$ cat config.mk
export PLATFORM = sky130hd
export DESIGN_NAME = hpdcache_refill_unit
export DESIGN_NICKNAME = d
export VERILOG_FILES = /design/src/rtl/hpdcache_refill_unit.sv
export SDC_FILE = /design/constraint.sdc
export NUM_CORES = 1
export LEC_CHECK = 0
export CORE_AREA = 10 10 165 167
export CTS_CLUSTER_DIAMETER = 150
export DETAILED_ROUTE_END_ITERATION = 10
export DIE_AREA = 0 0 175 177
export GPL_TIMING_DRIVEN = 0
export HOLD_SLACK_MARGIN = 0.08
export PLACE_DENSITY = 0.67
export SYNTH_ARGS = -nofsm -noshare
export SYNTH_HDL_FRONTEND = slang
export SYNTH_SLANG_ARGS = --single-unit
$ cat constraint.sdc
create_clock -name clk_i -period 5.1 [get_ports clk_i]
set_input_delay 1.02 -clock clk_i [delete_from_list [all_inputs] [get_ports clk_i]]
set_output_delay 1.02 -clock clk_i [all_outputs]
set_load 0.1 [all_outputs]
$ cat src/rtl/hpdcache_refill_unit.sv
// hpdcache_refill_unit
//   Drains one memory refill response into the cache data array and, when the
//   originating miss asked for it, returns the requested word to the core.
//   Flow: IDLE (ack the MSHR for the incoming response id) -> META (MSHR lookup
//   result arrives) -> DATA (stream BEATS beats into the cache) -> RSP (optional
//   core response) -> IDLE.
// Ports
//   clk_i, rst_ni        clock, asynchronous active-low reset
//   mem_rsp_*            memory refill response stream (id = {way,set})
//   mshr_ack_*           MSHR arbiter grant, ack request and one-cycle-late ack result
//   refill_*             cache data array write request, one beat per grant
//   core_rsp_*           core load response for the missing word
//   busy_o               high whenever the unit is not idle
module hpdcache_refill_unit #(
   parameter int unsigned MSHR_SET_W = 5,
   parameter int unsigned MSHR_WAY_W = 2,
   parameter int unsigned NLINE_W    = 34,
   parameter int unsigned TID_W      = 6,
   parameter int unsigned SID_W      = 3,
   parameter int unsigned WORD_W     = 64,
   parameter int unsigned LINE_WORDS = 8,
   parameter int unsigned BEAT_WORDS = 2,
   localparam int unsigned BEATS     = LINE_WORDS / BEAT_WORDS,
   localparam int unsigned WIDX_W    = $clog2(LINE_WORDS),
   localparam int unsigned BEAT_W    = $clog2(BEATS),
   localparam int unsigned ID_W      = MSHR_WAY_W + MSHR_SET_W,
   localparam int unsigned BDATA_W   = BEAT_WORDS * WORD_W
) (
   input  logic                  clk_i,
   input  logic                  rst_ni,
   input  logic                  mem_rsp_valid_i,
   output logic                  mem_rsp_ready_o,
   input  logic [ID_W-1:0]       mem_rsp_id_i,
   input  logic [BDATA_W-1:0]    mem_rsp_data_i,
   input  logic                  mem_rsp_error_i,
   input  logic                  mem_rsp_last_i,
   input  logic                  mshr_ack_gnt_i,
   output logic                  mshr_ack_o,
   output logic                  mshr_ack_cs_o,
   output logic [MSHR_SET_W-1:0] mshr_ack_set_o,
   output logic [MSHR_WAY_W-1:0] mshr_ack_way_o,
   input  logic [TID_W-1:0]      mshr_ack_req_id_i,
   input  logic [SID_W-1:0]      mshr_ack_src_id_i,
   input  logic [NLINE_W-1:0]    mshr_ack_nline_i,
   input  logic [WIDX_W-1:0]     mshr_ack_word_i,
   input  logic                  mshr_ack_need_rsp_i,
   input  logic                  mshr_ack_is_prefetch_i,
   output logic                  refill_req_o,
   input  logic                  refill_gnt_i,
   output logic [NLINE_W-1:0]    refill_nline_o,
   output logic [BEAT_W-1:0]     refill_beat_o,
   output logic [BDATA_W-1:0]    refill_data_o,
   output logic                  refill_last_o,
   output logic                  refill_error_o,
   output logic                  core_rsp_valid_o,
   input  logic                  core_rsp_ready_i,
   output logic [TID_W-1:0]      core_rsp_tid_o,
   output logic [SID_W-1:0]      core_rsp_sid_o,
   output logic [WORD_W-1:0]     core_rsp_data_o,
   output logic                  core_rsp_error_o,
   output logic                  busy_o
);

   localparam logic [1:0] IDLE = 2'd0;
   localparam logic [1:0] META = 2'd1;
   localparam logic [1:0] DATA = 2'd2;
   localparam logic [1:0] RSP  = 2'd3;

   logic [1:0]            state_q;
   logic [MSHR_SET_W-1:0] set_q;
   logic [MSHR_WAY_W-1:0] way_q;
   logic [TID_W-1:0]      tid_q;
   logic [SID_W-1:0]      sid_q;
   logic [NLINE_W-1:0]    nline_q;
   logic [WIDX_W-1:0]     word_q;
   logic                  need_rsp_q;
   logic                  is_prefetch_q;
   logic [BEAT_W-1:0]     cnt_q;
   logic                  err_q;
   logic [WORD_W-1:0]     rsp_data_q;

   logic        in_idle, in_data;
   logic        ack;
   logic        beat_hs;
   logic        last_beat;
   logic [31:0] word_beat;
   logic [31:0] word_off;
   logic        word_hit;

   assign in_idle = (state_q == IDLE);
   assign in_data = (state_q == DATA);

   // rst_ni in the ack term keeps a reset from leaking an ack while the
   // memory side still shows a valid response.
   assign ack = in_idle & mem_rsp_valid_i & mshr_ack_gnt_i;

   assign mshr_ack_o     = rst_ni & ack;
   assign mshr_ack_cs_o  = rst_ni & ack;
   assign mshr_ack_set_o = in_idle ? mem_rsp_id_i[MSHR_SET_W-1:0] : set_q;
   assign mshr_ack_way_o = in_idle ? mem_rsp_id_i[MSHR_SET_W +: MSHR_WAY_W] : way_q;

   assign beat_hs   = in_data & mem_rsp_valid_i & refill_gnt_i;
   assign last_beat = (cnt_q == BEAT_W'(BEATS - 1));

   // Beat holding the requested word, and the word's slot within that beat.
   assign word_beat = 32'(word_q) / BEAT_WORDS;
   assign word_off  = 32'(word_q) % BEAT_WORDS;
   assign word_hit  = (32'(cnt_q) == word_beat);

   assign mem_rsp_ready_o = in_data & refill_gnt_i;
   assign refill_req_o    = in_data & mem_rsp_valid_i;
   assign refill_nline_o  = nline_q;
   assign refill_beat_o   = cnt_q;
   assign refill_data_o   = in_data ? mem_rsp_data_i : '0;
   assign refill_last_o   = in_data & last_beat;
   // Include the current beat's error so a failing last beat already blocks
   // the directory valid update.
   assign refill_error_o  = in_data & (err_q | mem_rsp_error_i);

   assign core_rsp_valid_o = (state_q == RSP);
   assign core_rsp_tid_o   = tid_q;
   assign core_rsp_sid_o   = sid_q;
   assign core_rsp_data_o  = rsp_data_q;
   assign core_rsp_error_o = err_q;

   assign busy_o = ~in_idle;

   // Prefetch lines take exactly the same path; the flag is kept for debug.
   logic unused_prefetch;
   assign unused_prefetch = is_prefetch_q;

   always_ff @(posedge clk_i or negedge rst_ni) begin
      if (!rst_ni) begin
         state_q       <= IDLE;
         set_q         <= '0;
         way_q         <= '0;
         tid_q         <= '0;
         sid_q         <= '0;
         nline_q       <= '0;
         word_q        <= '0;
         need_rsp_q    <= 1'b0;
         is_prefetch_q <= 1'b0;
         cnt_q         <= '0;
         err_q         <= 1'b0;
         rsp_data_q    <= '0;
      end else begin
         case (state_q)
            IDLE: begin
               if (ack) begin
                  set_q   <= mem_rsp_id_i[MSHR_SET_W-1:0];
                  way_q   <= mem_rsp_id_i[MSHR_SET_W +: MSHR_WAY_W];
                  state_q <= META;
               end
            end
            META: begin
               tid_q         <= mshr_ack_req_id_i;
               sid_q         <= mshr_ack_src_id_i;
               nline_q       <= mshr_ack_nline_i;
               word_q        <= mshr_ack_word_i;
               need_rsp_q    <= mshr_ack_need_rsp_i;
               is_prefetch_q <= mshr_ack_is_prefetch_i;
               cnt_q         <= '0;
               err_q         <= 1'b0;
               state_q       <= DATA;
            end
            DATA: begin
               if (beat_hs) begin
                  err_q <= err_q | mem_rsp_error_i;
                  if (word_hit) rsp_data_q <= mem_rsp_data_i[word_off*WORD_W +: WORD_W];
                  if (last_beat) begin
                     cnt_q   <= '0;
                     state_q <= need_rsp_q ? RSP : IDLE;
                  end else begin
                     cnt_q <= cnt_q + BEAT_W'(1);
                  end
               end
            end
            default: begin
               if (core_rsp_ready_i) state_q <= IDLE;
            end
         endcase
      end
   end

`ifndef SYNTHESIS
   // The memory's last flag must agree with the beat counter; the counter
   // still governs behaviour when it does not.
   assert property (@(posedge clk_i) disable iff (!rst_ni)
      beat_hs |-> (mem_rsp_last_i == last_beat));
`endif

endmodule

==> results.sh <==
export IMPL_post_route_min_period_ns=4.77
export IMPL_critPathCaptureType="output port"
export IMPL_synth_top_cell_by_area="dfrtp_1"
export IMPL_yosys_top_cells_area="dfrtp_1 47%, mux2_2 32%, and2_1 13%"
export IMPL_cts_buffers=17
export IMPL_regArea_mm2=0.00308
export IMPL_ys_seq_area_frac=0.475
export IMPL_rsz0062_at_grt="false"
export IMPL_die_h_um=177
export IMPL_portBuffers=441
export IMPL_setup_violations=0
export IMPL_fillers=2228
export IMPL_routed_wl_um=28500
export IMPL_crit_path_start_kind="register"
export IMPL_grt_max_degree=67
export IMPL_cts_tree="built"
export IMPL_postSynthCellCount=514
export IMPL_die_area_mm2=0.0310
export IMPL_ys_flop_type="dfrtp_1"
export IMPL_num_antenna_cells=0
export IMPL_initial_core_util=0.271
export IMPL_drv_slew=0
export IMPL_clock_path_buffers=2
export IMPL_syn_nets=712
export IMPL_grt_ovfl_total=0
export IMPL_clock_skew_final_ns=0.0161
export IMPL_post_route_period_util=0.935
export IMPL_avgSynthCellArea_um2=12.6
export IMPL_cts_sinks=123
export IMPL_num_vias=5719
export IMPL_tightestPinTransition_ns=1.09
export IMPL_drtIter0Drc=117
export IMPL_finalInstanceArea_mm2=0.0118
export IMPL_io_pins=444
export IMPL_dp_hpwl_um=23100
export IMPL_synth_edf_count=0
export IMPL_fin_nets=1173
export IMPL_insertion_delay_ns=0.42
export IMPL_arrival_ns=3.75
export IMPL_h_tree_depth=4
export IMPL_antenna_left=0
export IMPL_yosysTopAreaCellShare=0.475
export IMPL_clk_pin_slew_ns=0.07
export IMPL_utilization=0.492
export IMPL_route_detailed_drc=0
export IMPL_die_x_um=175
export IMPL_setup_ws_ns=0.330
export IMPL_synth_most_common_cell="mux2_2"
export IMPL_drive_gt1_frac=0.256
export IMPL_rows=57
export IMPL_min_path_type="register to register"
export IMPL_multi_input_area_mm2=0.00320
export IMPL_area_growth_pct=81.6
export IMPL_antenna_found_initial=1
export IMPL_status="finished, final reports clean"
export IMPL_grt_pass1_vias=6246
export IMPL_firstDrtPassIters=4
export IMPL_viasPerCell=4.36
export IMPL_synthArstFlopShare=1.00
export IMPL_yosys_warnings=0
export IMPL_max_slew_margin=0.273
export IMPL_ys_types=26
export IMPL_ctsHoldBuffers=0
export IMPL_post_cts_buffers=0
export IMPL_setup_tns_ns=0
export IMPL_cp_max_fo=10
export IMPL_path_class="register to output port"
export IMPL_ys_ff_latch=123
export IMPL_place_congestion=0.792
export IMPL_dpl_cell_area_mm2=0.0113
export IMPL_cts_resized=95
export IMPL_cp_required_ns=4.08
export IMPL_syn_area_mm2=0.00648
export IMPL_timing_fmax_mhz=210
export IMPL_drv_cap=0
export IMPL_synth_common_cells="186 x mux2_2, 131 x and2_1, 123 x dfrtp_1, 23 x clkbuf_1, 7 x ha_1"
export IMPL_place_ws_ns=-0.236
export IMPL_core_mm2=0.0240
export IMPL_grt_pass1_wl_um=41100
export IMPL_grt_usage=0.175
export IMPL_wl_per_cell_um=21.7
export IMPL_cts_root_buf="clkbuf_16"
export IMPL_hold_viol=0
worst paths after layout:
path                            cells past startpoint                         endpoint  slack, ns                      startpoint
worst max register to register                      6     refill_beat_o[0]$_DFFE_PN0P_       2.68          state_q[0]$_DFFE_PN0P_
max in group asynchronous                           2  core_rsp_data_o[41]$_DFFE_PN0P_       3.77                          rst_ni
worst min register to register                      1   core_rsp_data_o[7]$_DFFE_PN0P_       0.49  core_rsp_data_o[7]$_DFFE_PN0P_
min in group asynchronous                           1   refill_nline_o[12]$_DFFE_PN0P_       0.57                          rst_ni
worst max-delay path                                7                refill_data_o[91]       0.33          state_q[0]$_DFFE_PN0P_
worst min-delay path                                1   core_rsp_data_o[7]$_DFFE_PN0P_       0.49  core_rsp_data_o[7]$_DFFE_PN0P_
stage by stage:
step,hold WS (ns),std cells
global placement,0.469,1279
global route,0.509,1312
floorplan,0.475,514
detailed placement,0.477,1280
finish,0.488,1312
CTS,0.493,1312
per-layer routing:
metal | vias up | global-route usage | share of wire
li1 | 2682 | - | -
met3 | 13 | 0.0708 | 0.092
met2 | 269 | 0.308 | 0.51
met1 | 2755 | 0.194 | 0.40
met5 | - | 0 | 0
met4 | 0 | 0.0399 | 0.0067
final cells by class:
type / count / area share
Tap cell: 324 / 0.0344
Timing Repair Buffer: 442 / 0.364
Buffer: 35 / 0.0157
Clock buffer: 17 / 0.0361
Multi-Input combinational cell: 351 / 0.272
Inverter: 5 / 0.00159
Clock inverter: 15 / 0.0149
Sequential cell: 123 / 0.261
critical path: stages (launching register included):
cell and delay (ns):
dfrtp_1 0.43, inv_1 0.14, ha_1 0.19, clkbuf_1 0.52, clkbuf_1 0.53, clkbuf_1 0.38, and2_1 0.20, dlygate4sd2_1 0.92
layout by cell type (no fill, tap or decap), types with 2 or more instances in the layout:
cell type / synthesis / routed
nor2_1: 3 / 3
o21ai_0: 2 / 2
clkinvlp_4: 0 / 3
bufinv_16: 0 / 2
nand3_1: 3 / 3
a21oi_1: 2 / 2
inv_1: 5 / 5
ha_1: 7 / 7
clkbuf_16: 0 / 17
inv_6: 0 / 7
buf_6: 6 / 7
dfrtp_1: 123 / 123
and2_1: 131 / 131
clkbuf_1: 23 / 22
clkbuf_2: 0 / 18
buf_1: 2 / 2
dlygate4sd2_1: 0 / 60
buf_2: 3 / 3
mux2_2: 186 / 186
xor2_1: 2 / 2
mux2_1: 5 / 5
inv_8: 0 / 2
clkdlybuf4s15_2: 0 / 3
clkdlybuf4s50_1: 0 / 360
cell families after synthesis:
family | Yosys count | share of synthesized area
mux | 191 | 0.332
simple gates | 144 | 0.139
flops | 123 | 0.475
buf+inv | 40 | 0.0313
compound gates | 7 | 0.00675
fa+ha+maj | 7 | 0.0135
xor+xnor | 2 | 0.00270
registers in the layout, indices dropped and copies added, names as in the netlist:
register,cells
refill_nline_o,34
core_rsp_tid_o,6
word_q,3
need_rsp_q,1
state_q,2
refill_beat_o,2
core_rsp_sid_o,3
way_q,2
set_q,5
core_rsp_data_o,64
core_rsp_error_o,1
Power is left out: the tool's default activity adds up to more than one toggle a clock period on the data nets, which glitch-free logic cannot reach.
